File: src/rtl/pwm_sched_pkg.sv
// Shared field widths, FSM encoding and defaults for the PWM command scheduler.
package pwm_sched_pkg;

  localparam int unsigned ChW           = 8;
  localparam int unsigned DutyW         = 8;
  localparam int unsigned DessertW      = 16;
  localparam int unsigned PnumW         = 8;
  localparam int unsigned PatW          = 32;
  localparam int unsigned DropW         = 8;
  localparam int unsigned AckTimeoutDef = 15;

  typedef enum logic [2:0] {
    StIdle,
    StLoad,
    StWaitFree,
    StStart,
    StAck
  } state_e;

  typedef struct packed {
    logic [DutyW-1:0]    duty;
    logic [DessertW-1:0] dessert;
    logic [PnumW-1:0]    pnum;
    logic [PatW-1:0]     pat;
  } cfg_t;

  localparam int unsigned CfgW = $bits(cfg_t);

endpackage

File: src/rtl/pwm_cmd_fifo.sv
// Synchronous show-ahead command queue with registered full flag and occupancy count.
module pwm_cmd_fifo #(
  parameter int unsigned Width = 8,
  parameter int unsigned Depth = 4
) (
  input  logic                    i_clk,
  input  logic                    i_rst,
  input  logic                    i_flush,
  input  logic                    i_push,
  input  logic                    i_pop,
  input  logic [Width-1:0]        i_data,
  output logic [Width-1:0]        o_data,
  output logic [$clog2(Depth):0]  o_count,
  output logic                    o_full
);

  localparam int unsigned PtrW = $clog2(Depth);

  logic [Width-1:0] r_mem [Depth];
  logic [PtrW-1:0]  r_wr_ptr;
  logic [PtrW-1:0]  r_rd_ptr;
  logic [PtrW:0]    r_count;
  logic             r_full;
  logic [PtrW:0]    w_count_d;
  logic             w_do_push;
  logic             w_do_pop;

  assign w_do_push = i_push & ~r_full;
  assign w_do_pop  = i_pop & (r_count != '0);

  always_comb begin
    w_count_d = r_count;
    if (w_do_push && !w_do_pop) begin
      w_count_d = r_count + (PtrW+1)'(1);
    end else if (!w_do_push && w_do_pop) begin
      w_count_d = r_count - (PtrW+1)'(1);
    end
  end

  // Pointers are PtrW bits wide, so increments wrap modulo Depth.
  always_ff @(posedge i_clk or posedge i_rst) begin
    if (i_rst) begin
      r_wr_ptr <= '0;
      r_rd_ptr <= '0;
      r_count  <= '0;
      r_full   <= 1'b0;
    end else if (i_flush) begin
      r_wr_ptr <= '0;
      r_rd_ptr <= '0;
      r_count  <= '0;
      r_full   <= 1'b0;
    end else begin
      if (w_do_push) r_wr_ptr <= r_wr_ptr + PtrW'(1);
      if (w_do_pop)  r_rd_ptr <= r_rd_ptr + PtrW'(1);
      r_count <= w_count_d;
      r_full  <= (w_count_d == (PtrW+1)'(Depth));
    end
  end

  always_ff @(posedge i_clk) begin
    if (w_do_push) r_mem[r_wr_ptr] <= i_data;
  end

  assign o_data  = r_mem[r_rd_ptr];
  assign o_count = r_count;
  assign o_full  = r_full;

endmodule

File: src/rtl/pwm_cmd_scheduler.sv
// Queues PWM channel commands and hands them one at a time to the target channel,
// releasing a running channel first and watching for its busy acknowledge.
module pwm_cmd_scheduler
  import pwm_sched_pkg::*;
#(
  parameter int unsigned _NUM_CHANNELS = 4,
  parameter int unsigned _FIFO_DEPTH   = 4,
  parameter int unsigned _ACK_TIMEOUT  = AckTimeoutDef
) (
  input  logic                     i_clk_50M,
  input  logic                     i_rst,
  input  logic                     i_cmd_valid,
  input  logic [ChW-1:0]           i_cmd_ch,
  input  logic [DutyW-1:0]         i_cmd_duty,
  input  logic [DessertW-1:0]      i_cmd_dessert,
  input  logic [PnumW-1:0]         i_cmd_pnum,
  input  logic [PatW-1:0]          i_cmd_pat,
  input  logic                     i_cmd_stop,
  input  logic [_NUM_CHANNELS-1:0] i_pwm_busy,
  input  logic [_NUM_CHANNELS-1:0] i_pwm_valid,
  output logic                     o_cmd_full,
  output logic [_NUM_CHANNELS-1:0] o_pwm_en,
  output logic [DutyW-1:0]         o_cfg_duty,
  output logic [DessertW-1:0]      o_cfg_dessert,
  output logic [PnumW-1:0]         o_cfg_pnum,
  output logic [PatW-1:0]          o_cfg_pat,
  output logic [_NUM_CHANNELS-1:0] o_cfg_sel,
  output logic                     o_err_bad_ch,
  output logic                     o_err_timeout,
  output logic [DropW-1:0]         o_drop_cnt
);

  localparam int unsigned IdxW   = (_NUM_CHANNELS > 1) ? $clog2(_NUM_CHANNELS) : 1;
  localparam int unsigned EntryW = IdxW + CfgW;
  localparam int unsigned TmoW   = $clog2(_ACK_TIMEOUT + 1);
  localparam logic [TmoW-1:0] TmoLast = TmoW'(_ACK_TIMEOUT - 1);

  state_e                     r_state, w_state_d;
  cfg_t                       r_cfg, w_cmd_cfg, w_head_cfg;
  logic [IdxW-1:0]            r_ch, w_head_ch;
  logic [_NUM_CHANNELS-1:0]   r_pwm_en, w_pwm_en_d;
  logic [_NUM_CHANNELS-1:0]   r_cfg_sel, w_head_sel;
  logic [TmoW-1:0]            r_tmo;
  logic                       r_err_bad_ch, r_err_timeout;
  logic [DropW-1:0]           r_drop_cnt;
  logic [EntryW-1:0]          w_head;
  logic [$clog2(_FIFO_DEPTH):0] w_count;
  logic                       w_full, w_empty, w_ch_ok, w_push, w_pop, w_timeout, w_cmd_live;

  // A stop strobe discards any command arriving in the same cycle.
  assign w_cmd_live = i_cmd_valid & ~i_cmd_stop;
  assign w_ch_ok    = 32'(i_cmd_ch) < _NUM_CHANNELS;
  assign w_push     = w_cmd_live & w_ch_ok & ~w_full;
  assign w_pop      = (r_state == StLoad);
  assign w_empty    = (w_count == '0);
  assign w_cmd_cfg  = {i_cmd_duty, i_cmd_dessert, i_cmd_pnum, i_cmd_pat};
  assign {w_head_ch, w_head_cfg} = w_head;
  assign w_timeout  = (r_state == StAck) & ~i_pwm_busy[r_ch] & (r_tmo == TmoLast);

  pwm_cmd_fifo #(
    .Width (EntryW),
    .Depth (_FIFO_DEPTH)
  ) u_fifo (
    .i_clk   (i_clk_50M),
    .i_rst   (i_rst),
    .i_flush (i_cmd_stop),
    .i_push  (w_push),
    .i_pop   (w_pop),
    .i_data  ({i_cmd_ch[IdxW-1:0], w_cmd_cfg}),
    .o_data  (w_head),
    .o_count (w_count),
    .o_full  (w_full)
  );

  always_comb begin
    w_head_sel = '0;
    w_head_sel[w_head_ch] = 1'b1;
  end

  always_comb begin
    w_state_d  = r_state;
    w_pwm_en_d = r_pwm_en & ~i_pwm_valid;
    unique case (r_state)
      StIdle:     if (!w_empty) w_state_d = StLoad;
      StLoad:     w_state_d = StWaitFree;
      StWaitFree: begin
        w_pwm_en_d[r_ch] = 1'b0;
        if (!i_pwm_busy[r_ch] && !r_pwm_en[r_ch]) w_state_d = StStart;
      end
      StStart: begin
        w_pwm_en_d[r_ch] = 1'b1;
        w_state_d = StAck;
      end
      StAck: begin
        if (i_pwm_busy[r_ch]) begin
          w_state_d = StIdle;
        end else if (w_timeout) begin
          w_pwm_en_d[r_ch] = 1'b0;
          w_state_d = StIdle;
        end
      end
      default:    w_state_d = StIdle;
    endcase
    if (i_cmd_stop) begin
      w_state_d  = StIdle;
      w_pwm_en_d = '0;
    end
  end

  always_ff @(posedge i_clk_50M or posedge i_rst) begin
    if (i_rst) begin
      r_state       <= StIdle;
      r_pwm_en      <= '0;
      r_cfg         <= '0;
      r_ch          <= '0;
      r_cfg_sel     <= '0;
      r_tmo         <= '0;
      r_err_bad_ch  <= 1'b0;
      r_err_timeout <= 1'b0;
      r_drop_cnt    <= '0;
    end else begin
      r_state  <= w_state_d;
      r_pwm_en <= w_pwm_en_d;
      r_tmo    <= (r_state == StAck) ? r_tmo + TmoW'(1) : '0;
      if (r_state == StLoad) begin
        r_cfg     <= w_head_cfg;
        r_ch      <= w_head_ch;
        r_cfg_sel <= w_head_sel;
      end
      if (w_cmd_live && !w_ch_ok) r_err_bad_ch <= 1'b1;
      if (w_cmd_live && w_ch_ok && w_full && r_drop_cnt != '1) begin
        r_drop_cnt <= r_drop_cnt + DropW'(1);
      end
      if (w_timeout) r_err_timeout <= 1'b1;
    end
  end

  assign o_cmd_full    = w_full;
  assign o_pwm_en      = r_pwm_en;
  assign o_cfg_duty    = r_cfg.duty;
  assign o_cfg_dessert = r_cfg.dessert;
  assign o_cfg_pnum    = r_cfg.pnum;
  assign o_cfg_pat     = r_cfg.pat;
  assign o_cfg_sel     = r_cfg_sel;
  assign o_err_bad_ch  = r_err_bad_ch;
  assign o_err_timeout = r_err_timeout;
  assign o_drop_cnt    = r_drop_cnt;

endmodule

File: config.mk
export PLATFORM = sky130hd
export DESIGN_NAME = pwm_cmd_scheduler
export DESIGN_NICKNAME = d
export VERILOG_FILES = /design/src/rtl/pwm_sched_pkg.sv /design/src/rtl/pwm_cmd_fifo.sv /design/src/rtl/pwm_cmd_scheduler.sv
export SDC_FILE = /design/constraint.sdc
export NUM_CORES = 1
export LEC_CHECK = 0
export BUFFER_PORTS_ARGS = -buffer_cell sky130_fd_sc_hd__buf_2
export CAP_MARGIN = 20
export CORE_MARGIN = 2
export CORE_UTILIZATION = 45
export CTS_CLUSTER_DIAMETER = 50
export DETAILED_ROUTE_END_ITERATION = 10
export PLACE_DENSITY = 0.72
export SYNTH_ARGS = -nofsm -noshare
export SYNTH_HDL_FRONTEND = slang
export SYNTH_HIERARCHICAL = 1
export SYNTH_SLANG_ARGS = --single-unit
File: constraint.sdc
create_clock -name i_clk_50M -period 7.1 [get_ports i_clk_50M]
set_clock_uncertainty 0.05 [all_clocks]
set_input_delay 1.775 -clock i_clk_50M [delete_from_list [all_inputs] [get_ports i_clk_50M]]
set_output_delay 1.775 -clock i_clk_50M [all_outputs]
set_load 0.02 [all_outputs]
== Word level (Yosys, flattened, before mapping) ==
Memories as Yosys holds them, arrays and structs flattened.
Cells that the tools add are included.

* Add/sub/neg operators: 6
* Mux-type cells: 29
* Order comparisons: 5
* Reduce and logical (&&, ||, !) cells: 20
* Bitwise gates (word level): 15
* Eq/ne operators: 10

{| class="wikitable"
|+ Operators with widths
! kind !! number
|-
| $mux W3 || 8
|-
| $mux W4 || 4
|-
| $pmux W3 S5 || 1
|-
| $pmux W4 S3 || 1
|-
| $logic_and A1 B1 Y1 || 9
|-
| $add A8 B1 Y8 const B || 1
|-
| $and A4 B4 Y4 || 2
|-
| $lt A8 B3 Y1 const B || 1
|-
| $mux W2 || 4
|-
| $ne A8 B8 Y1 const B || 1
|-
| $not A4 Y4 || 2
|-
| $and A1 B1 Y1 || 7
|-
| $mux W1 || 7
|-
| $eq A3 B2 Y1 const B || 2
|-
| $eq A3 B3 Y1 const B || 2
|-
| $logic_not A3 Y1 || 2
|-
| $lt A2 B3 Y1 const B || 2
|-
| $ne A3 B3 Y1 const B || 2
|-
| $logic_not A1 Y1 || 5
|-
| $add A2 B1 Y2 const B || 2
|-
| $add A4 B1 Y4 const B || 1
|-
| $bmux W1 S2 || 2
|-
| $demux W1 S2 || 2
|-
| $eq A4 B4 Y1 const B || 1
|-
| 10 further kinds || 14
|}

* Flip-flop bits (word level): 99
* Output and inout bits: 83
* Memories: 1
* RAM bits: 264
* Input port bits: 84

{| class="wikitable"
|+ Memory list
! name !! depth !! bits a word !! read ports !! clocked after memory_dff !! wr ports !! RTL line !! text
|-
| u_fifo.r_mem || 4 || 66 || 1 || 0 || 1 || pwm_cmd_fifo.sv:19 || <nowiki>logic [Width-1:0] r_mem [Depth];</nowiki>
|}

== Depth between registers and ports, before layout ==
Gate-level depths: netlist of the first run.

* Word-level depth: 11
* Mapped depth: 9

== Hierarchy ==
The synthesis of the first run kept the hierarchy.

{| class="wikitable"
|+ Modules (own cells, without submodules)
! module !! instances !! cells an instance !! area an instance (um2) !! seq. area each (um2)
|-
| pwm_cmd_fifo || 1 || 407 || 10084.7 || 8127.8
|-
| pwm_cmd_scheduler || 1 || 416 || 3871.2 || 2277.2
|}

== Least setup slack after synthesis of the first run ==
OpenSTA, ideal clock, no wires.

* Path type: in2reg
* Start point: in i_cmd_stop
* End point: mem u_fifo/r_mem[0][0] (netlist name), enable pin
* Setup time: 0.431 ns
* Path slack: 2.227 ns
* Arrival: 4.392 ns
* Stages on the path: 6
* Cell sequence: clkbuf_2 > and2b_2 > nand3_2 > nor2_1 > nor2b_1 > and2_1

* Word-level cells in the longest chain between the ends: 7

{| class="wikitable"
|+ Ends and longest elaborated chain
! element !! RTL line !! text
|-
| start: declaration || pwm_cmd_scheduler.sv:18 || <nowiki>input logic i_cmd_stop,</nowiki>
|-
| $not A1 Y1 || pwm_cmd_scheduler.sv:51 || <nowiki>assign w_cmd_live = i_cmd_valid & ~i_cmd_stop;</nowiki>
|-
| $and A1 B1 Y1 || pwm_cmd_scheduler.sv:51 ||
|-
| $and A1 B1 Y1 (2 in a row) || pwm_cmd_scheduler.sv:53 || <nowiki>assign w_push = w_cmd_live & w_ch_ok & ~w_full;</nowiki>
|-
| via w_push || pwm_cmd_scheduler.sv:48 || <nowiki>logic w_full, w_empty, w_ch_ok, w_push, w_pop, w_timeout, w_cmd_live;</nowiki>
|-
| $and A1 B1 Y1 || pwm_cmd_fifo.sv:28 || <nowiki>assign w_do_push = i_push & ~r_full;</nowiki>
|-
| $mux W1 || pwm_cmd_fifo.sv:61 || <nowiki>if (w_do_push) r_mem[r_wr_ptr] <= i_data;</nowiki>
|-
| $mux W1 (not written as such) || pwm_cmd_fifo.sv:61 ||
|-
| end: declaration || pwm_cmd_fifo.sv:19 ||
|}

The timed path passes the listed nets, and every way through them passes these cells.

== Final worst setup path of the first run ==
* Start point: in i_cmd_ch[7]
* End point: mem u_fifo/r_mem[3][64] (netlist name), enable pin

* Word-level cells in the longest chain between the ends: 6

{| class="wikitable"
|+ Ends and longest elaborated chain
! element !! RTL line !! text
|-
| start: declaration || pwm_cmd_scheduler.sv:13 || <nowiki>input logic [ChW-1:0] i_cmd_ch,</nowiki>
|-
| $lt A8 B3 Y1 || pwm_cmd_scheduler.sv:52 || <nowiki>assign w_ch_ok = 32'(i_cmd_ch) < _NUM_CHANNELS;</nowiki>
|-
| $and A1 B1 Y1 (2 in a row) || pwm_cmd_scheduler.sv:53 ||
|-
| via w_push || pwm_cmd_scheduler.sv:48 ||
|-
| $and A1 B1 Y1 || pwm_cmd_fifo.sv:28 ||
|-
| $mux W1 || pwm_cmd_fifo.sv:61 ||
|-
| $mux W1 (not written as such) || pwm_cmd_fifo.sv:61 ||
|}

The timed path passes the listed nets, and every way through them passes these cells.

==> results of run 1 <==
-- stage by stage --
step | utilization [%] | power [W] | instances
final | 53.5 | 0.00547 | 1425
after global routing | 53.5 | 0.00572 | 1421
after CTS | 53.5 | 0.00553 | 1419
after detailed placement | 49.4 | 0.00359 | 1349
after global placement | 49.4 | 0.00356 | 1349
after floorplan | - | 0.00326 | 823
-- area by class of cell --
| type | count | share of cell area, % |
|---|---|---|
| flip-flops and latches | 363 | 63.6 |
| multi-input cells | 410 | 20.2 |
| clock buffers | 53 | 6.41 |
| repair buffers | 169 | 5.21 |
| well taps | 396 | 3.03 |
| clock inverters | 17 | 1.17 |
| inverters | 11 | 0.275 |
| diodes | 6 | 0.0917 |
-- registers in the layout (all words and copies together) (netlist names) --
| name | flops |
|---|---|
| u_fifo/r_mem | 264 |
| o_cfg_pat | 32 |
| o_cfg_dessert | 16 |
| o_cfg_duty | 8 |
| o_cfg_pnum | 8 |
| o_drop_cnt | 8 |
| o_cfg_sel | 4 |
| o_pwm_en | 4 |
| r_tmo | 4 |
| r_state | 3 |
| u_fifo/o_count | 3 |
| r_ch | 2 |
| u_fifo/r_rd_ptr | 2 |
| u_fifo/r_wr_ptr | 2 |
| o_err_bad_ch | 1 |
| o_err_timeout | 1 |
| u_fifo/o_full | 1 |
-- per-layer routing --
layer  part of all wire (%)  track usage [%]  vias to the layer above
met5                  0.096                0                        -
met4                    2.2             4.81                        4
met3                    6.5             4.18                       45
met2                     46             25.6                      233
met1                     45             24.1                     3742
li1                       -                -                     3399
-- worst min path at each step --
stage / start / endpoint / slack (ps) / cells past startpoint
after floorplan: r_tmo[0] / r_tmo[0] / 400 / 1
after global placement: o_err_timeout / o_err_timeout / 390 / 1
after detailed placement: o_err_timeout / o_err_timeout / 400 / 1
after CTS: o_err_timeout / o_err_timeout / 420 / 1
after global routing: o_err_timeout / o_err_timeout / 430 / 1
final: o_err_timeout / o_err_timeout / 410 / 1
-- where the power goes --
group / switching [W] / total, W / internal (W)
Clock: 0.000778 / 0.00193 / 0.00115
Sequential: 0.000129 / 0.00260 / 0.00247
Combinational: 0.000632 / 0.000938 / 0.000306
Total: 0.00154 / 0.00547 / 0.00393
-- layout by cell type, fill, tap and decap left out, drive strengths merged, types with 4 or more instances in the layout --
cell,Yosys,routed
a21oi,9,9
and2,5,5
buf,27,169
clkbuf,12,53
clkinv,1,12
dfrtp,99,99
diode,0,6
edfxtp,264,264
ha,10,10
inv,10,13
mux4,68,68
nand2,215,215
nand2b,9,9
nand3,10,10
nand3b,5,5
nor2,14,14
nor2b,5,5
nor3,5,5
nor4,4,4
o21ai,7,7
xor2,7,7
-- kinds of logic (layout without fill, tap and decap cells) --
kind of cell	Yosys count	in the layout	share of synthesized area (%)
AO/OA/AOI/OAI	33	33	1.51
XOR/XNOR	11	11	0.789
adder cells (fa/ha/maj)	11	11	0.968
buffers and inverters	50	250	1.86
flip-flops	363	363	74.6
multiplexers	71	71	11.2
other	0	6	0
AND/OR/NAND/NOR	284	284	9.12
==> results.md, run 1 <==
Routing:
- The detailed-route DRC error count is 0.
- The first detailed-routing pass ran for 5 iterations.
- The total number of vias is 7423.
- Summed over all layers, the routed wires come to 27200 um.
- The starting DRC count in detailed routing is 581.
- The routed via count divided by cell count is 5.21.
- The average routed wire per standard cell is 19.1 um.
- The detail route stage leaves a number of antenna-violating nets equal to 0.

Logic synthesis:
- The fraction of the yosys area taken by sequential cells is 74.6%.
- The fraction of synthesized cell area taken by the top area cell type is 56.8%.
- The cell count after synthesis is 823.
- For this run, the leading register cell type out of synthesis is sky130_fd_sc_hd__edfxtp_1.
- The flip-flop and latch count after synthesis is 363.
- The synthesized design contains 264 enable-type register cells.
- Ranked by instance count, the synthesized netlist is headed by sky130_fd_sc_hd__edfxtp_1, sky130_fd_sc_hd__nand2_1, sky130_fd_sc_hd__dfrtp_1.
- Counting distinct cell types in the post-synthesis netlist gives 57.
- By area the synthesized netlist is led by sky130_fd_sc_hd__edfxtp_1, sky130_fd_sc_hd__dfrtp_1, sky130_fd_sc_hd__mux4_2.
- By instance count, the leading cell after synthesis is sky130_fd_sc_hd__edfxtp_1.
- The share of synthesized registers carrying an async set or reset is 27.3%.
- Of all cell types, the one taking the most synthesized area is sky130_fd_sc_hd__edfxtp_1.
- The total number of yosys warnings is 6.
- Synthesis produced a netlist with a net count of 917.
- The average size of a mapped cell is 17.0 um2.
- In this run the cell area of the synthesized design comes to 14000 um2.

Placed design:
- Prior to clock tree synthesis, the placed netlist has a worst setup slack of 2600 ps.
- The number of input and output port buffers inserted is 166.
- At the end of routability-driven placement, the weighted congestion stood at 0.794.
- Summing all placed instances gives a cell area of 15100 um2.
- Summed over all nets, the half-perimeter wirelength after detailed placement is 16200 um.

Floorplanning:
- The vertical die dimension is 180 um.
- The total core area is 30600 um2.
- 167 I/O pins were placed.
- The die area is 32400 um2.
- The effective utilization at floorplan is 45.6%.
- The horizontal die dimension is 180 um.
- The number of core rows is 64.

Timing:
- Final hold analysis gives a worst-case slack of 406 ps.
- The number of pins with negative max-slew slack in the final report is 0.
- The final worst setup slack is 3130 ps.
- The final critical path takes up 55.9% of the cycle.
- The worst pin sits at a relative slew slack of 30.0%.
- Static timing analysis puts the maximum clock frequency at 0.252 GHz.
- The clock period minus final worst setup slack is 3970 ps.
- Setup repair after global routing left no endpoint under its margin.
- The slew at the pin closest to its max-slew limit is 1050 ps.
- Summed over all failing endpoints, the final setup total negative slack is 0 ps.
- Setup violations remaining at the end of the flow were counted as 0.
- The count of endpoints failing hold in the final timing report was 0.

Global route:
- The first global-routing pass estimated 42400 um of wire.
- The number of global-route vias before repair is 7495.
- Global routing used 16.7% of the available tracks across all layers.
- The initial antenna violation count is 8.
- Global routing finished with a remaining overflow of 0.
- The largest net degree at the start of global routing is 72.

Clocking:
- For the worst-skew pair, the clock arrives at the later sink with an insertion delay of 530 ps.
- Clock tree synthesis found a total of 363 sinks.
- The clock transition at the register clock pins on the worst setup and hold paths after CTS is 60 ps.
- The number of buffers added for setup after CTS is 0.
- The cts-stage hold buffer count is 0.
- The master cell of the clock root buffer is sky130_fd_sc_hd__clkbuf_16.
- The post-cts repair resize count is 0.
- The number of levels the H-tree was split into is 2.
- The clock tree from TritonCTS is done.
- The number of clock buffers added by TritonCTS is 38.
- No sink is reached through more buffers than the 3 on the longest clock path.

Critical path:
- In this run the register-to-register setup slack is 4300 ps.
- The maximum cell stage delay along the critical path is 870 ps.
- The terminus of the critical flop-to-flop path is u_fifo/r_rd_ptr[1].
- The startpoint identified for the worst register-to-register timing path is r_state[1].
- For this design, the slowest cell found on the critical path is sky130_fd_sc_hd__and2_4.
- STA puts the critical path data required time at 7180 ps.
- Data on the critical path arrives at its endpoint at 4040 ps.
- Walking the worst path, the cells encountered are buf_2, nor4_4, nand3_2, nor2_1, nor2b_1, and2_4.
- The number of cells on the worst reg-to-reg path is 6.
- The startpoint-to-endpoint class of the critical path is primary input to flip-flop.
- The highest net fanout along the worst path is 66.
- The critical path launch point type is a primary input.
- The number of buffers and inverters on the critical path is 1.
- The cell family contributing the most delay on the critical path is simple AND/OR/NAND/NOR gates.
- Tracing the worst setup path back leads to its startpoint at i_cmd_ch[7].
- The number of gates on the worst path with buffers counted is 6.
- The most critical setup path has its endpoint at u_fifo/r_mem[3][64].
- The endpoint class of the critical path is a flip-flop.

Finish:
- The proportion of layout cells with a drive suffix above 1 is 30.6%.
- The combined flip-flop and latch cell area is 10400 um2.
- The area of combinational cells with multiple inputs is 3300 um2.
- Fill cells in the final layout number 2457.
- The final standard cell area without fillers is 16400 um2.
- Compared with the post-synthesis result, the final layout area differs by 17.3%.
- The final-stage net count is 1087.

Power:
- The standby leakage power is 6.29 nW.
- IR analysis of the VDD net gives a maximum drop of 0.000259 V.
- In this run the power density over the cells is 334 nW/um2.

Min path:
- In this run the worst hold path is classified as flip-flop to flip-flop.

Outcome:
- The flow ran to the end, and the final reports show no timing, DRC or antenna violations.

Flow run:
- The tool flagged a number of max-cap violations equal to 0.
Note: power is estimated with default switching activity, not from simulation.
==> run 2, diff against run 1 <==
- ABC_AREA: not set -> 1
- PLACE_DENSITY: 0.72 -> 0.75
- clock period: 7.1 -> 3.3 ns (I/O delays scaled with it)
==> run 2 against run 1 <==
Compared with the run above: critical path depth increased by 1; sequential share of layout area decreased by 1.2 points; utilization increased by 0.76 points; register-to-register slack got worse by 3100 ps; worst setup slack got worse by 2000 ps; via count increased by 26%; global-route usage increased by 2.3 points; critical endpoint is now u_fifo/r_mem[1][62]; highest routed layer unchanged.
==> results.md, run 2 <==
Power:
- The power per unit of standard cell area is 752 nW/um2 (+130%).
- The standby leakage power was 6.76 nW (+7.5%).
- The largest vdd supply drop was 0.000426 V (+64%).
- The share of power burned in combinational logic is 21.0% (+3.8 points).
- The proportion of power drawn by the clock network came to 34.1% (-1.2 points).
- The cell-internal power is 0.00868 W (+120%).
- The sequential cell fraction of total power was 45.0% (-2.6 points).
- The switching power share of the total is 30.9% (+2.7 points).
- The reported net switching power is 0.00388 W (+150%).

Logic synthesis:
- The number of enable flip-flop cells after synthesis is 264 (unchanged).
- The fraction of synthesized cell area taken by the top area cell type came to 56.0% (-0.81 points).
- The arithmetic-cell share of the synthesized area counting full adders, half adders and majority gates came to 0.884% (-0.085 points).
- The fraction of the mapped netlist area in compound gates is 8.79% (+7.3 points).
- The xor/xnor share of the synthesized area came to 0.433% (-0.36 points).
- The dominant synthesized flop cell is sky130_fd_sc_hd__edfxtp_1.
- Yosys attributes the largest share of cell area to sky130_fd_sc_hd__edfxtp_1, sky130_fd_sc_hd__dfrtp_1, sky130_fd_sc_hd__nand2_1.
- The most used standard cell by instance count after synthesis is sky130_fd_sc_hd__edfxtp_1.
- The simple-gate share of the synthesized area is 12.7% (+3.6 points).
- Counting instances in the post-synthesis netlist gives the leading cell types as sky130_fd_sc_hd__edfxtp_1, sky130_fd_sc_hd__nand2_1, sky130_fd_sc_hd__nor2_1.
- The synthesized cell area is 14200 um2 (+1.5%).
- The average size of a mapped cell came to 12.1 um2 (-29%).
- The total nets after synthesis was 1266 (+38%).
- The largest family of logic cells by synthesized area is simple AND/OR/NAND/NOR gates.
- The share of synthesized registers carrying an async set or reset is 27.3% (unchanged).
- The cell count after synthesis is 1172 (+42%).
- The mux cell area share after synthesis is 0% (-11 points).
- The flip-flop and latch count after synthesis is 363 (unchanged).
- The total number of yosys warnings is 6 (unchanged).
- The top cell type by total area after synthesis is sky130_fd_sc_hd__edfxtp_1.
- The count of cell types in the netlist is 30 (-47%).
- The fraction of the yosys area taken by sequential cells is 73.5% (-1.1 points).

Floorplanning:
- The die area was 32900 um2 (+1.4%).
- The number of core rows came to 64 (unchanged).
- The effective utilization at floorplan came to 46.0% (+0.42 points).
- The horizontal die dimension is 181 um (+0.71%).
- The count of boundary I/O pins is 167 (unchanged).
- The total core area is 30700 um2 (+0.52%).
- The vertical die dimension is 181 um (+0.71%).

Critical path:
- The worst endpoint required time came to 3470 ps (-3710 ps).
- In this run the critical register-to-register path is captured at o_cfg_sel[0].
- The cell depth of the worst flop-to-flop path is 5 (-1).
- The critical path launch point type is a primary input.
- The worst reg-to-reg setup slack was 1180 ps (-3120 ps).
- The highest net fanout along the worst path came to 29 (-56%).
- The critical path is of the primary input to flip-flop type.
- The launch point of the worst reg-to-reg path is u_fifo/r_rd_ptr[1].
- The endpoint class of the critical path is a flip-flop.
- The signal arrival time at the worst endpoint is 2370 ps (-1670 ps).

Global route:
- The largest net degree at the start of global routing is 69 (-4.2%).
- The global-route usage over all layers is 19.1% (+2.3 points).
- The number of global-route vias before repair is 9500 (+27%).
- The wire length of the first global-routing pass is 49800 um (+17%).
- The total grt overflow is 0 (unchanged).
- The initial antenna violation count is 5 (-3).

Timing:
- Setup repair after global routing left no endpoint under its margin.
- The slew at the pin closest to its max-slew limit is 673 ps (-378 ps).
- The number of pins with negative max-slew slack in the final report is 0 (unchanged).
- For this run, the top clock speed supported by timing is 0.454 GHz.
- The count of endpoints failing hold in the final timing report was 0 (unchanged).
- The number of endpoints failing setup at the final stage is 0 (unchanged).
- The final worst setup slack is 1100 ps (-2040 ps).
- The portion of the clock cycle consumed by the worst path in the final layout is 66.8%.
- The final worst hold slack was 255 ps (-151 ps).
- The worst slew slack as a fraction of its limit came to 55.2% (+25 points).
- The worst path in the final design needs a cycle of 2200 ps, including I/O delays and setup.

Placed design:
- The number of input and output port buffers inserted is 166 (unchanged).
- The detailed placement HPWL is 19100 um (+18%).
- The post-placement worst setup slack was 606 ps (-2000 ps).
- The number of placed instances with taps included is 1696 (+26%).
- The final RePlAce weighted congestion is 0.838 (+5.6%).

Finish:
- The final-stage net count is 1435 (+32%).
- The count of placed standard cells in the final layout, fillers left out is 1770 (+24%).
- The post-layout utilization of the core is 54.3% (+0.76 points).
- The number of flip-flops in the largest register came to 264 (unchanged).
- The filler cell count was 2606 (+6.1%).
- The most common cell after layout, fill and taps aside is sky130_fd_sc_hd__edfxtp_1.
- Leaving out fill and tap cells, the most frequent cells in the layout are sky130_fd_sc_hd__edfxtp_1, sky130_fd_sc_hd__nand2_1, sky130_fd_sc_hd__buf_2.
- The proportion of layout cells with a drive suffix above 1 is 19.3% (-11 points).
- From synthesis to final layout, the design area changed by 17.8%.
- More flip-flops sit in one register than any other, and that register is u_fifo/r_mem.

Routing:
- The antenna violation net count after detailed routing is 0 (unchanged).
- The detailed-route DRC error count is 0 (unchanged).
- The total number of vias is 9361 (+26%).
- The starting DRC count in detailed routing is 743 (+28%).
- The total detailed-routing wirelength came to 31600 um (+16%).
- The length of the first detailed-routing pass in iterations came to 5 (unchanged).
- The routed via count divided by cell count was 5.29 (+1.5%).
- The average routed wire per standard cell is 17.9 um (-6.4%).

Min path:
- The worst hold path belongs to the class primary input to asynchronous set/reset pin.

Flow run:
- The max-capacitance violation count is 0 (unchanged).

Clocking:
- The number of buffers added for setup after CTS is 0 (unchanged).
- The number of clock sinks is 363 (unchanged).
- The post-cts repair resize count is 0 (unchanged).
- The clock transition at the register clock pins on the worst setup and hold paths after CTS is 60 ps (about the same).
- In this run the clock root is driven by a sky130_fd_sc_hd__clkbuf_16.
- The maximum root-to-sink buffer count was 3 (unchanged).
- The clock latency at the later pin of the worst-skew pair was 520 ps (about the same).
- The number of CTS-inserted buffers came to 39 (+2.6%).
- The cts-stage hold buffer count is 0 (unchanged).
- TritonCTS built the clock tree.
- The number of levels the H-tree was split into came to 2 (unchanged).

Outcome:
- The flow ran to the end, and the final reports show no timing, DRC or antenna violations.
==> run 2: worst max-delay path, cell delays in order <==
cell	delay [ps]
sky130_fd_sc_hd__buf_2	140
sky130_fd_sc_hd__inv_2	120
sky130_fd_sc_hd__nand2_1	80
sky130_fd_sc_hd__nor3_1	230
sky130_fd_sc_hd__nand2_2	250
sky130_fd_sc_hd__nor2_4	420
sky130_fd_sc_hd__buf_12	270
==> run 2: metal layers <==
layer / vias up / routed length, um / global-route usage (%)
met5: - / 35 / 0
li1: 4431 / - / -
met1: 4543 / 13700 / 25.7
met2: 330 / 15300 / 31.6
met4: 6 / 484 / 5.30
met3: 51 / 2140 / 3.97
==> run 2: worst max-delay path by stage <==
| stage | end | startpoint | slack, ps | depth (start not counted) |
|---|---|---|---|---|
| after floorplan | u_fifo/r_mem[0][0] | i_cmd_ch[4] | -270 | 5 |
| after global placement | u_fifo/r_mem[1][43] | i_cmd_stop | 650 | 7 |
| after detailed placement | u_fifo/r_mem[1][43] | i_cmd_stop | 610 | 7 |
| after CTS | u_fifo/r_mem[1][48] | i_cmd_stop | 1140 | 7 |
| after global routing | u_fifo/r_mem[1][48] | i_cmd_stop | 970 | 7 |
| final | u_fifo/r_mem[1][62] | i_cmd_stop | 1100 | 7 |
==> run 2: power by group through the flow <==
stage | Combinational (W) | Sequential (W) | Clock (W)
3_3_place_gp | 0.00258 | 0.00573 | 0
3_5_place_dp | 0.00265 | 0.00573 | 0
4_1_cts | 0.00266 | 0.00564 | 0.00436
2_1_floorplan | 0.00127 | 0.00620 | 0
5_1_grt | 0.00293 | 0.00571 | 0.00455
6_report | 0.00263 | 0.00564 | 0.00428
==> run 2: logic make-up after synthesis <==
kind of cell               after synthesis
and+or+nand+nor                        457
DFF                                    363
AOI/OAI and AO/OA                      230
buffers and inverters                  105
adders and majority gates               10
xor gates and xnor gates                 7
==> run 2: cell type report <==
| cell class | count | area (um2) | area share (%) |
|---|---|---|---|
| Inverter | 48 | 188 | 1.12 |
| Tap cell | 396 | 495 | 2.97 |
| Timing Repair Buffer | 185 | 1050 | 6.28 |
| Sequential cell | 363 | 10400 | 62.4 |
| Multi-Input combinational cell | 704 | 3270 | 19.6 |
| Antenna cell | 2 | 5.00 | 0.0300 |
| Clock inverter | 23 | 208 | 1.24 |
| Clock buffer | 49 | 1060 | 6.38 |
==> run 2: metrics by stage <==
step                area, um2  setup TNS, ps  total power [W]
finish                  16700              0           0.0126
CTS                     16700              0           0.0127
detailed placement      15400              0          0.00838
global placement        15400              0          0.00831
global route            16700              0           0.0132
floorplan               14200         -70440          0.00747
==> run 3, diff against run 2 <==
- ABC_AREA: 1 -> 0
- PLACE_DENSITY: 0.75 -> 0.72
- clock period: 3.3 -> 2.1 ns (I/O delays scaled with it)
==> run 3 against run 2 <==
Compared with the run above: power is 48% higher; die area is 1.4% lower; cell count is 17% lower; routed wire length is 12% lower; hold slack worse by 96 ps; critical endpoint is now o_cmd_full; highest routed layer unchanged.
==> results.md, run 3 (synthesized netlist as in run 1, its figures left out) <==
Finish:
- The final-stage net count is 1131 (-21%).
- The combined flip-flop and latch cell area is 10400 um2 (about the same).
- The register with the most flip-flops in the final layout is u_fifo/r_mem.
- The filler cell count is 2423 (-7.0%).
- The post-layout utilization of the core was 55.3% (+1.1 points).
- The synthesis-to-finish area growth is 21.3%.
- The number of flip-flops in the largest register is 264 (unchanged).
- In the layout the commonest cells are sky130_fd_sc_hd__edfxtp_1, sky130_fd_sc_hd__nand2_1, sky130_fd_sc_hd__buf_2.
- The count of placed standard cells in the final layout, fillers left out is 1471 (-17%).
- The most common cell after layout, fill and taps aside is sky130_fd_sc_hd__edfxtp_1.
- The area of combinational cells with multiple inputs is 3320 um2 (+1.6%).
- The proportion of layout cells with a drive suffix above 1 came to 34.2% (+15 points).

Power:
- The share of power burned in combinational logic is 17.9% (-3.1 points).
- The total power consumption of the routed design is 0.0186 W (+48%).
- The reported net switching power was 0.00525 W (+36%).
- The sequential cell fraction of total power is 47.1% (+2.1 points).
- The cell-internal power is 0.0133 W (+53%).
- The switching power share of the total was 28.3% (-2.6 points).
- The proportion of power drawn by the clock network is 35.0% (+0.9 points).
- The standby leakage power is 6.56 nW (-2.9%).
- The largest vdd supply drop came to 0.000654 V (+54%).
- The power per unit of standard cell area was 1100 nW/um2 (+46%).

Clocking:
- The clock transition at the register clock pins on the worst setup and hold paths after CTS is 60 ps (about the same).
- The clock latency at the later pin of the worst-skew pair was 530 ps (about the same).
- The number of CTS-inserted buffers is 39 (unchanged).
- The master cell of the clock root buffer is sky130_fd_sc_hd__clkbuf_16.
- TritonCTS built the clock tree.
- The number of levels the H-tree was split into is 2 (unchanged).
- The maximum root-to-sink buffer count is 3 (unchanged).
- The number of buffers added for setup after CTS is 0 (unchanged).
- The number of clock sinks was 363 (unchanged).

Placed design:
- The number of placed instances with taps included is 1391 (-18%).
- The detailed placement HPWL came to 18300 um (-4.2%).
- The final RePlAce weighted congestion is 0.780 (-7.0%).
- The number of input and output port buffers inserted came to 166 (unchanged).

Routing:
- The average routed wire per standard cell is 19.0 um (+6.4%).
- The routed via count divided by cell count is 5.16 (-2.4%).
- The length of the first detailed-routing pass in iterations is 5 (unchanged).
- The antenna violation net count after detailed routing is 0 (unchanged).
- The detailed-route DRC error count is 0 (unchanged).
- The starting DRC count in detailed routing was 558 (-25%).
- The total detailed-routing wirelength is 28000 um (-12%).
- The total number of vias is 7591 (-19%).

Critical path:
- The highest net fanout along the worst path is 4 (-86%).
- The startpoint-to-endpoint class of the critical path is flip-flop to output pin.
- The critical path launch point type is a flip-flop.
- The endpoint class of the critical path is an output pin.
- The signal arrival time at the worst endpoint was 1330 ps (-1040 ps).
- The worst endpoint required time was 1520 ps (-1950 ps).

Floorplanning:
- The total core area was 30600 um2 (-0.52%).
- The vertical die dimension was 180 um (-0.70%).
- The horizontal die dimension is 180 um (-0.70%).
- The number of core rows was 64 (unchanged).
- The count of boundary I/O pins is 167 (unchanged).
- The die area came to 32400 um2 (-1.4%).
- The effective utilization at floorplan is 45.6% (-0.42 points).

Global route:
- The initial antenna violation count is 11 (+6).
- The largest net degree at the start of global routing is 50 (-28%).
- The number of global-route vias before repair is 7900 (-17%).
- The wire length of the first global-routing pass is 44400 um (-11%).
- The global-route usage over all layers came to 17.4% (-1.6 points).
- The total grt overflow is 0 (unchanged).

Timing:
- The worst slew slack as a fraction of its limit was 65.5% (+10 points).
- The maximum frequency from static timing analysis is 0.524 GHz.
- The count of endpoints failing hold in the final timing report was 0 (unchanged).
- The slew at the pin closest to its max-slew limit was 517 ps (-156 ps).
- Setup repair after global routing left no endpoint under its margin.
- The routed design could run at a clock period as short as 1910 ps.
- The final worst hold slack is 159 ps (-95.9 ps).
- The portion of the clock cycle consumed by the worst path in the final layout is 90.9%.
- The number of pins with negative max-slew slack in the final report is 0 (unchanged).
- The number of endpoints failing setup at the final stage is 0 (unchanged).

Min path:
- The path class of the tightest hold or removal check is primary input to flip-flop.

Flow run:
- The max-capacitance violation count is 0 (unchanged).

Outcome:
- The flow ran to the end, and the final reports show no timing, DRC or antenna violations.
[run 3: cell types whose count changed in the layout (fill, tap and decap cells not counted), moves of 15 or more]
cell	previous run	this run
sky130_fd_sc_hd__nor2_1	156	13
sky130_fd_sc_hd__mux4_2	0	68
sky130_fd_sc_hd__nand3_1	35	9
sky130_fd_sc_hd__o22ai_1	66	2
sky130_fd_sc_hd__nand2_1	248	215
sky130_fd_sc_hd__o21ai_0	141	6
sky130_fd_sc_hd__buf_4	13	28
sky130_fd_sc_hd__inv_1	42	9
[run 3: timing repair]
| item | CTS | global route |
|---|---|---|
| resized for setup | 0 | 0 |
| hold buffers | 1 | 0 |
| endpoints found under the hold margin | 18 | 0 |
[run 3: per-layer routing]
layer	track usage, %	vias to the layer above	share of wire, %
met5	0	-	0.13
met4	5.16	6	2.0
met3	4.26	45	6.5
met2	27.0	241	46
met1	24.8	3809	45
li1	-	3490	-
[run 3: final cells by class]
| type | instances | area share (%) |
|---|---|---|
| sequential | 363 | 61.5 |
| tap | 396 | 2.93 |
| multi-input combinational | 410 | 19.6 |
| clock inverter | 19 | 0.835 |
| timing repair buffer | 212 | 8.22 |
| clock buffer | 53 | 6.50 |
| antenna | 7 | 0.103 |
| inverter | 11 | 0.296 |
[run 3: power by group through the flow]
stage | logic (W) | clock network, W | registers, W
global route | 0.00368 | 0.00690 | 0.00881
global placement | 0.00332 | 0 | 0.00886
detailed placement | 0.00337 | 0 | 0.00887
floorplan | 0.00149 | 0 | 0.00955
CTS | 0.00339 | 0.00665 | 0.00874
finish | 0.00332 | 0.00650 | 0.00873
[run 3: final timing paths]
| kind | from | to | slack [ps] | cells past startpoint |
|---|---|---|---|---|
| hold / removal | i_cmd_dessert[7] | u_fifo/r_mem[2][47] | 160 | 1 |
| hold reg to reg | o_err_bad_ch | o_err_bad_ch | 400 | 1 |
| setup reg to reg | r_state[0] | u_fifo/o_full | 250 | 6 |
| setup / recovery | u_fifo/o_full | o_cmd_full | 190 | 2 |
| min in group asynchronous | i_rst | u_fifo/r_rd_ptr[0] | 510 | 3 |
| max in group asynchronous | i_rst | o_cfg_pat[17] | 860 | 4 |
[run 3: critical path, cell delays in order (launching register included)]
cell	delay, ps
sky130_fd_sc_hd__dfrtp_1	480
sky130_fd_sc_hd__buf_4	190
sky130_fd_sc_hd__buf_2	160
[run 3: metrics by stage]
stage	setup TNS (ps)	instance area, um2	worst slack, ps
detailed placement	-63090	15700	-275
floorplan	-138070	14000	-609
CTS	0	16900	158
global placement	-62160	15700	-271
global route	0	16900	118
finish	0	16900	190
